===== config.mk =====
export PLATFORM = sky130hd
export DESIGN_NAME = psram_rd_capture_flat
export DESIGN_NICKNAME = d
export VERILOG_FILES = /design/src/rtl/psram_rd_capture_if.sv /design/src/rtl/psram_rd_capture.sv /design/src/flat_wrapper.sv
export SDC_FILE = /design/constraint.sdc
export NUM_CORES = 1
export LEC_CHECK = 0
export CAP_MARGIN = 20
export CORE_ASPECT_RATIO = 2
export CORE_MARGIN = 2
export CORE_UTILIZATION = 50
export DETAILED_ROUTE_END_ITERATION = 8
export DONT_BUFFER_PORTS = 1
export GPL_TIMING_DRIVEN = 0
export PLACE_DENSITY = 0.65
export SYNTH_ARGS = -nofsm -noshare
export SYNTH_HDL_FRONTEND = slang
export SYNTH_SLANG_ARGS = --single-unit
export TNS_END_PERCENT = 1

===== constraint.sdc =====
create_clock -name clk_i -period 2.29 [get_ports clk_i]
set_input_delay 0.1145 -clock clk_i [delete_from_list [all_inputs] [get_ports clk_i]]
set_output_delay 0.1145 -clock clk_i [all_outputs]
set_load 0.05 [all_outputs]

===== src/rtl/psram_rd_capture_if.sv =====
// psram_rd_capture_if: read-data handoff from capture stage (master) to bus/cfg consumer (slave)
interface psram_rd_capture_if;
  logic [63:0] rd_data_o;
  logic        rd_valid_o;
  logic        rd_ready_i;
  logic        rd_short_o;
  logic        err_timeout_o;
  modport master(output rd_data_o, rd_valid_o, rd_short_o, err_timeout_o, input rd_ready_i);
  modport slave(input rd_data_o, rd_valid_o, rd_short_o, err_timeout_o, output rd_ready_i);
endinterface


===== src/rtl/psram_rd_capture.sv =====
// psram_rd_capture: DDR DQS-edge read capture into a 64-bit MSB-first word; PSRAM_RDCAP_TIMEOUT_EN adds an edge timeout
module psram_rd_capture #(
  parameter int SYNC_STAGES = 2,
  parameter int SKIP_EDGES  = 0,
  parameter int TIMEOUT_CYC = 255
) (
  input  logic                      clk_i,
  input  logic                      rst_i,
  input  logic                      cap_start_i,
  input  logic [3:0]                cap_len_i,
  input  logic                      cap_win_i,
  input  logic                      psram_dqs_in_i,
  input  logic [7:0]                psram_io_in_i,
  output logic                      busy_o,
  psram_rd_capture_if.master        bus
);
  typedef enum logic [1:0] {IDLE, ARM, CAPT, DONE} state_t;
  state_t state_q, state_d;
  logic [SYNC_STAGES-1:0]       dqs_s_q;
  logic [SYNC_STAGES-1:0][7:0]  io_s_q;
  logic [3:0]  len_q, len_d, byte_cnt_q, byte_cnt_d;
  logic [1:0]  skip_q, skip_d;
  logic [63:0] data_q, data_d;
  logic        short_q, short_d, err_q, err_d;
  logic        dqs_edge, active, take, store, tmo_hit;
  assign dqs_edge = dqs_s_q[SYNC_STAGES-1] ^ dqs_s_q[SYNC_STAGES-2];
  assign active   = state_q == ARM || state_q == CAPT;
  assign take     = active && cap_win_i && dqs_edge;
  assign store    = take && skip_q == 2'(SKIP_EDGES);
`ifdef PSRAM_RDCAP_TIMEOUT_EN
  logic [15:0] tmo_q, tmo_d;
  assign tmo_d   = (active && !dqs_edge) ? tmo_q + 16'd1 : 16'd0;
  assign tmo_hit = active && !dqs_edge && tmo_q == 16'(TIMEOUT_CYC - 1);
  always_ff @(posedge clk_i)
    tmo_q <= rst_i ? 16'd0 : tmo_d;
`else
  assign tmo_hit = 1'b0;
`endif
  always_comb begin
    state_d    = state_q;
    len_d      = len_q;
    byte_cnt_d = byte_cnt_q;
    skip_d     = skip_q;
    data_d     = data_q;
    short_d    = short_q;
    err_d      = err_q;
    if (state_q == IDLE && cap_start_i) begin
      state_d    = ARM;
      len_d      = (cap_len_i == 4'd0 || cap_len_i > 4'd8) ? 4'd8 : cap_len_i;
      byte_cnt_d = 4'd0;
      skip_d     = 2'd0;
      data_d     = 64'd0;
      short_d    = 1'b0;
      err_d      = 1'b0;
    end
    if (take && !store)
      skip_d = skip_q + 2'd1;
    if (store) begin
      data_d     = data_q | ({io_s_q[SYNC_STAGES-1], 56'd0} >> {byte_cnt_q, 3'd0});
      byte_cnt_d = byte_cnt_q + 4'd1;
    end
    if (state_q == ARM && cap_win_i)
      state_d = CAPT;
    if (state_q == CAPT && !cap_win_i) begin
      state_d = DONE;
      short_d = 1'b1;
    end else if (tmo_hit) begin
      state_d = DONE;
      err_d   = 1'b1;
    end
    if (store && byte_cnt_q + 4'd1 == len_q)
      state_d = DONE;
    if (state_q == DONE && bus.rd_ready_i)
      state_d = IDLE;
  end
  always_ff @(posedge clk_i)
    if (rst_i) begin
      state_q    <= IDLE;
      dqs_s_q    <= '0;
      io_s_q     <= '0;
      len_q      <= 4'd0;
      byte_cnt_q <= 4'd0;
      skip_q     <= 2'd0;
      data_q     <= 64'd0;
      short_q    <= 1'b0;
      err_q      <= 1'b0;
    end else begin
      state_q    <= state_d;
      dqs_s_q    <= {dqs_s_q[SYNC_STAGES-2:0], psram_dqs_in_i};
      io_s_q     <= {io_s_q[SYNC_STAGES-2:0], psram_io_in_i};
      len_q      <= len_d;
      byte_cnt_q <= byte_cnt_d;
      skip_q     <= skip_d;
      data_q     <= data_d;
      short_q    <= short_d;
      err_q      <= err_d;
    end
  assign bus.rd_data_o     = data_q;
  assign bus.rd_valid_o    = state_q == DONE;
  assign bus.rd_short_o    = short_q;
  assign bus.err_timeout_o = err_q;
  assign busy_o            = state_q != IDLE;
endmodule

===== src/flat_wrapper.sv =====
// flat-port wrapper written by rule: the top's interface ports become plain ports
module psram_rd_capture_flat 
#(
  parameter int SYNC_STAGES = 2,
  parameter int SKIP_EDGES  = 0,
  parameter int TIMEOUT_CYC = 255
)
  (clk_i, rst_i, cap_start_i, cap_len_i, cap_win_i, psram_dqs_in_i, psram_io_in_i, busy_o, bus_rd_data_o, bus_rd_valid_o, bus_rd_short_o, bus_err_timeout_o, bus_rd_ready_i);
  psram_rd_capture_if bus_i ();
  input  logic clk_i;
  input  logic rst_i;
  input  logic cap_start_i;
  input  logic [3:0] cap_len_i;
  input  logic cap_win_i;
  input  logic psram_dqs_in_i;
  input  logic [7:0] psram_io_in_i;
  output logic busy_o;
  output wire logic [$bits(bus_i.rd_data_o)-1:0] bus_rd_data_o;
  output wire logic [$bits(bus_i.rd_valid_o)-1:0] bus_rd_valid_o;
  output wire logic [$bits(bus_i.rd_short_o)-1:0] bus_rd_short_o;
  output wire logic [$bits(bus_i.err_timeout_o)-1:0] bus_err_timeout_o;
  input wire logic [$bits(bus_i.rd_ready_i)-1:0] bus_rd_ready_i;
  assign bus_rd_data_o = bus_i.rd_data_o;
  assign bus_rd_valid_o = bus_i.rd_valid_o;
  assign bus_rd_short_o = bus_i.rd_short_o;
  assign bus_err_timeout_o = bus_i.err_timeout_o;
  assign bus_i.rd_ready_i = bus_rd_ready_i;
  psram_rd_capture #(.SYNC_STAGES(SYNC_STAGES), .SKIP_EDGES(SKIP_EDGES), .TIMEOUT_CYC(TIMEOUT_CYC)) u_core (.clk_i(clk_i), .rst_i(rst_i), .cap_start_i(cap_start_i), .cap_len_i(cap_len_i), .cap_win_i(cap_win_i), .psram_dqs_in_i(psram_dqs_in_i), .psram_io_in_i(psram_io_in_i), .busy_o(busy_o), .bus(bus_i));
endmodule

==> results.sh <==
export IMPL_outcome="completed"
export IMPL_combPwrFrac=0.105
export IMPL_leakagePower_nw=1.526
export IMPL_cts_buffers=9
export IMPL_crit_slowest_cell="dlygate4sd3_1"
export IMPL_syn_area_per_cell_sq_um=9.978
export IMPL_grt_pass1_wl_microns=14610
export IMPL_syn_area_sq_mm=0.003602
export IMPL_max_stage_delay_ps=570
export IMPL_place_area_sq_mm=0.003715
export IMPL_fin_ws_ps=262.2
export IMPL_gp_congestion=0.8015
export IMPL_final_cell_area_sq_mm=0.004204
export IMPL_cts_tree="yes"
export IMPL_register_area_sq_mm=0.001902
export IMPL_p_seq_frac=0.473
export IMPL_synth_net_count=385
export IMPL_antenna_found_initial=0
export IMPL_final_setup_viol_count=0
export IMPL_clock_tree_root_cell="clkbuf_16"
export IMPL_grt_setup_unrepaired="no"
export IMPL_worst_r2r_path_depth=7
export IMPL_p_sw_uw=884.6
export IMPL_dieArea_sq_mm=0.007941
export IMPL_min_delay_worst_endpoint="u_core.state_q[0]$_SDFFE_PP0P_"
export IMPL_layout_common_cells="dfxtp_1 (95), nor2_1 (72), a32oi_1 (64), nor2b_1 (19), dlygate4sd3_1 (18)"
export IMPL_ys_warn_count=0
export IMPL_crit_arrival_ps=2300
export IMPL_syn_instance_count=361
export IMPL_post_route_drc_count=0
export IMPL_reg2reg_slack_ps=260
export IMPL_post_place_ws_ps=285.4
export IMPL_io_pins=86
export IMPL_cts_sink_count=95
export IMPL_cts_path_max_buffers=2
export IMPL_switching_share=0.2456
export IMPL_rows=43
export IMPL_port_buffer_count=0
export IMPL_worstSetupEndpointType="flip-flop"
export IMPL_ant_nets=0
export IMPL_r2r_end="u_core.len_q[0]$_SDFFE_PP0P_"
export IMPL_grt_pass1_vias=2776
export IMPL_synth_enable_flop_cells=0
export IMPL_fillers=601
export IMPL_slew_headroom=0.3612
export IMPL_power_density_mw_per_mm2=856.7
export IMPL_tns_ps=0
export IMPL_antenna_cells=0
export IMPL_min_period_ps=2028
export IMPL_die_h_microns=124.0
export IMPL_maxCapViolations=0
export IMPL_fin_nets=414
export IMPL_drtIter0Drc=85
export IMPL_p_int_mw=2.717
export IMPL_firstDrtPassIters=5
export IMPL_fin_crit_sh=0.8855
export IMPL_cp_top_family="buffers and inverters"
export IMPL_required_ps=2560
export IMPL_coreArea_sq_mm=0.006940
export IMPL_layout_commonest_cell="dfxtp_1"
export IMPL_drive_gt1_frac=0.1013
export IMPL_rr_startpoint="u_core.state_q[0]$_SDFFE_PP0P_"
export IMPL_clock_skew_ps=6.259
export IMPL_floorplan_initialDensity=0.5190
export IMPL_async_reset_ff_frac=0
export IMPL_hold_violations=0
export IMPL_start_kind="flip-flop"
export IMPL_area_delta_synth_final_pct=16.71
export IMPL_stdcell_count=485
export IMPL_cp_buffers_inverters=3
export IMPL_clk_pin_slew_ps=60
export IMPL_wl_per_cell_microns=19.25
export IMPL_grt_overflow_total=0
export IMPL_synthFlopType="dfxtp_1"
export IMPL_vias=2847
export IMPL_viasPerCell=5.870
export IMPL_vdd_drop_max_mv=0.8094
export IMPL_clk_latency_ps=340
export IMPL_hp_start="bus_rd_ready_i"
export IMPL_utilization=0.6057
export IMPL_hold_depth=3
export IMPL_clkPwrFrac=0.422
export IMPL_dp_hpwl_microns=6590
export IMPL_h_tree_depth=3
export IMPL_multi_input_area_sq_mm=0.001465
export IMPL_grt_max_degree=16
export IMPL_path_cells="inv_1, ha_1, and2_1, clkbuf_1, nand3b_1, dlygate4sd3_1, a21oi_1"
export IMPL_holdWs_ps=18.61
export IMPL_p_total_mw=3.602
export IMPL_track_usage=0.2485
export IMPL_fmaxAchievable_mhz=493.1
export IMPL_drv_slew=0
export IMPL_routed_wl_microns=9334
export IMPL_seq_area_frac_synth=0.5280
export IMPL_ys_types=38
export IMPL_min_path_type="input port to flip-flop"
export IMPL_die_width_microns=64.02
export IMPL_cp_max_fo=7
export IMPL_worst_pin_slew_ps=950.9
export IMPL_ys_ff_latch=95
export IMPL_cts_setup_buffers=0
export IMPL_dp_cells=451
export IMPL_crit_type="flip-flop to flip-flop"
-- how the worst max path moves through the flow --
stage                                         from                               endpoint  slack (ps)  cells past startpoint
floorplan           u_core.state_q[1]$_SDFFE_PP0P_      u_core.byte_cnt_q[2]$_SDFFE_PP0P_         560                      6
global placement    u_core.state_q[1]$_SDFFE_PP0P_  u_core.bus.rd_data_o[49]$_SDFFE_PP0P_         340                      8
detailed placement  u_core.state_q[1]$_SDFFE_PP0P_      u_core.byte_cnt_q[2]$_SDFFE_PP0P_         290                      6
CTS                 u_core.state_q[0]$_SDFFE_PP0P_           u_core.len_q[0]$_SDFFE_PP0P_         250                      7
global route        u_core.state_q[1]$_SDFFE_PP0P_   u_core.bus.rd_data_o[4]$_SDFFE_PP0P_          80                      7
finish              u_core.state_q[0]$_SDFFE_PP0P_           u_core.len_q[0]$_SDFFE_PP0P_         260                      7
-- cell type report --
| class | instances | share of cell area |
|---|---|---|
| Tap cell | 90 | 0.02679 |
| Clock inverter | 5 | 0.01339 |
| Sequential cell | 95 | 0.4524 |
| Timing Repair Buffer | 18 | 0.04286 |
| Inverter | 5 | 0.004464 |
| Clock buffer | 11 | 0.06012 |
| Multi-Input combinational cell | 224 | 0.3485 |
| Buffer | 37 | 0.05149 |
-- metal layers --
metal,share of wire,GRT usage
met1,0.36,0.2637
met2,0.55,0.4466
met3,0.067,0.06775
met4,0.016,0.1196
met5,0,0
-- power by group through the flow --
| stage | registers [mW] | logic (mW) | clock network, mW |
|---|---|---|---|
| finish | 1.71 | 0.378 | 1.52 |
| global route | 1.71 | 0.412 | 1.61 |
| CTS | 1.71 | 0.379 | 1.54 |
| detailed placement | 1.74 | 0.354 | 0 |
| global placement | 1.74 | 0.347 | 0 |
| floorplan | 1.74 | 0.273 | 0 |
-- cells by family after synthesis --
kind of cell | after synthesis | share of synthesized area
AND/OR/NAND/NOR | 125 | 0.1650
XOR/XNOR | 7 | 0.02223
buffers and inverters | 42 | 0.06530
flip-flops | 95 | 0.5280
AO/OA/AOI/OAI | 82 | 0.1886
adder cells (fa/ha/maj) | 6 | 0.02084
other | 1 | 0.001041
multiplexers | 3 | 0.009031
-- worst register-to-register path, cell delays in order, from the launching register on --
cell and delay [ps]:
dfxtp_1 330, inv_1 100, ha_1 200, and2_1 130
clkbuf_1 350, nand3b_1 130, dlygate4sd3_1 570, a21oi_1 140
-- sequential cells by signal, summed over array words and instances (netlist names) --
register               count
u_core.bus.rd_data_o      64
u_core.io_s_q             16
u_core.byte_cnt_q          4
u_core.len_q               4
u_core.dqs_s_q             2
u_core.skip_q              2
u_core.state_q             2
u_core.bus.rd_short_o      1
-- cell usage after synthesis (all sizes together) (2+ instances only) --
library cell	number	area share
o211ai	3	0.0063
nand3b	3	0.0063
a32oi	64	0.16
dfxtp	95	0.53
and2	2	0.0035
mux2	2	0.0063
clkbuf	11	0.011
nor3	8	0.015
nor2	73	0.078
buf	26	0.049
xor2	3	0.0073
a21oi	9	0.013
nand2	11	0.011
nor2b	19	0.033
nand3	2	0.0028
nand2b	3	0.0052
o21ai	3	0.0073
xnor2	4	0.015
ha	6	0.021
inv	5	0.0052
-- repair_timing --
item | 4_1_cts | 5_1_grt
gates resized for setup | 0 | 0
hold buffers | 18 | 0
hold endpoints to repair | 15 | 0
Note: power is estimated with default switching activity, not from simulation.
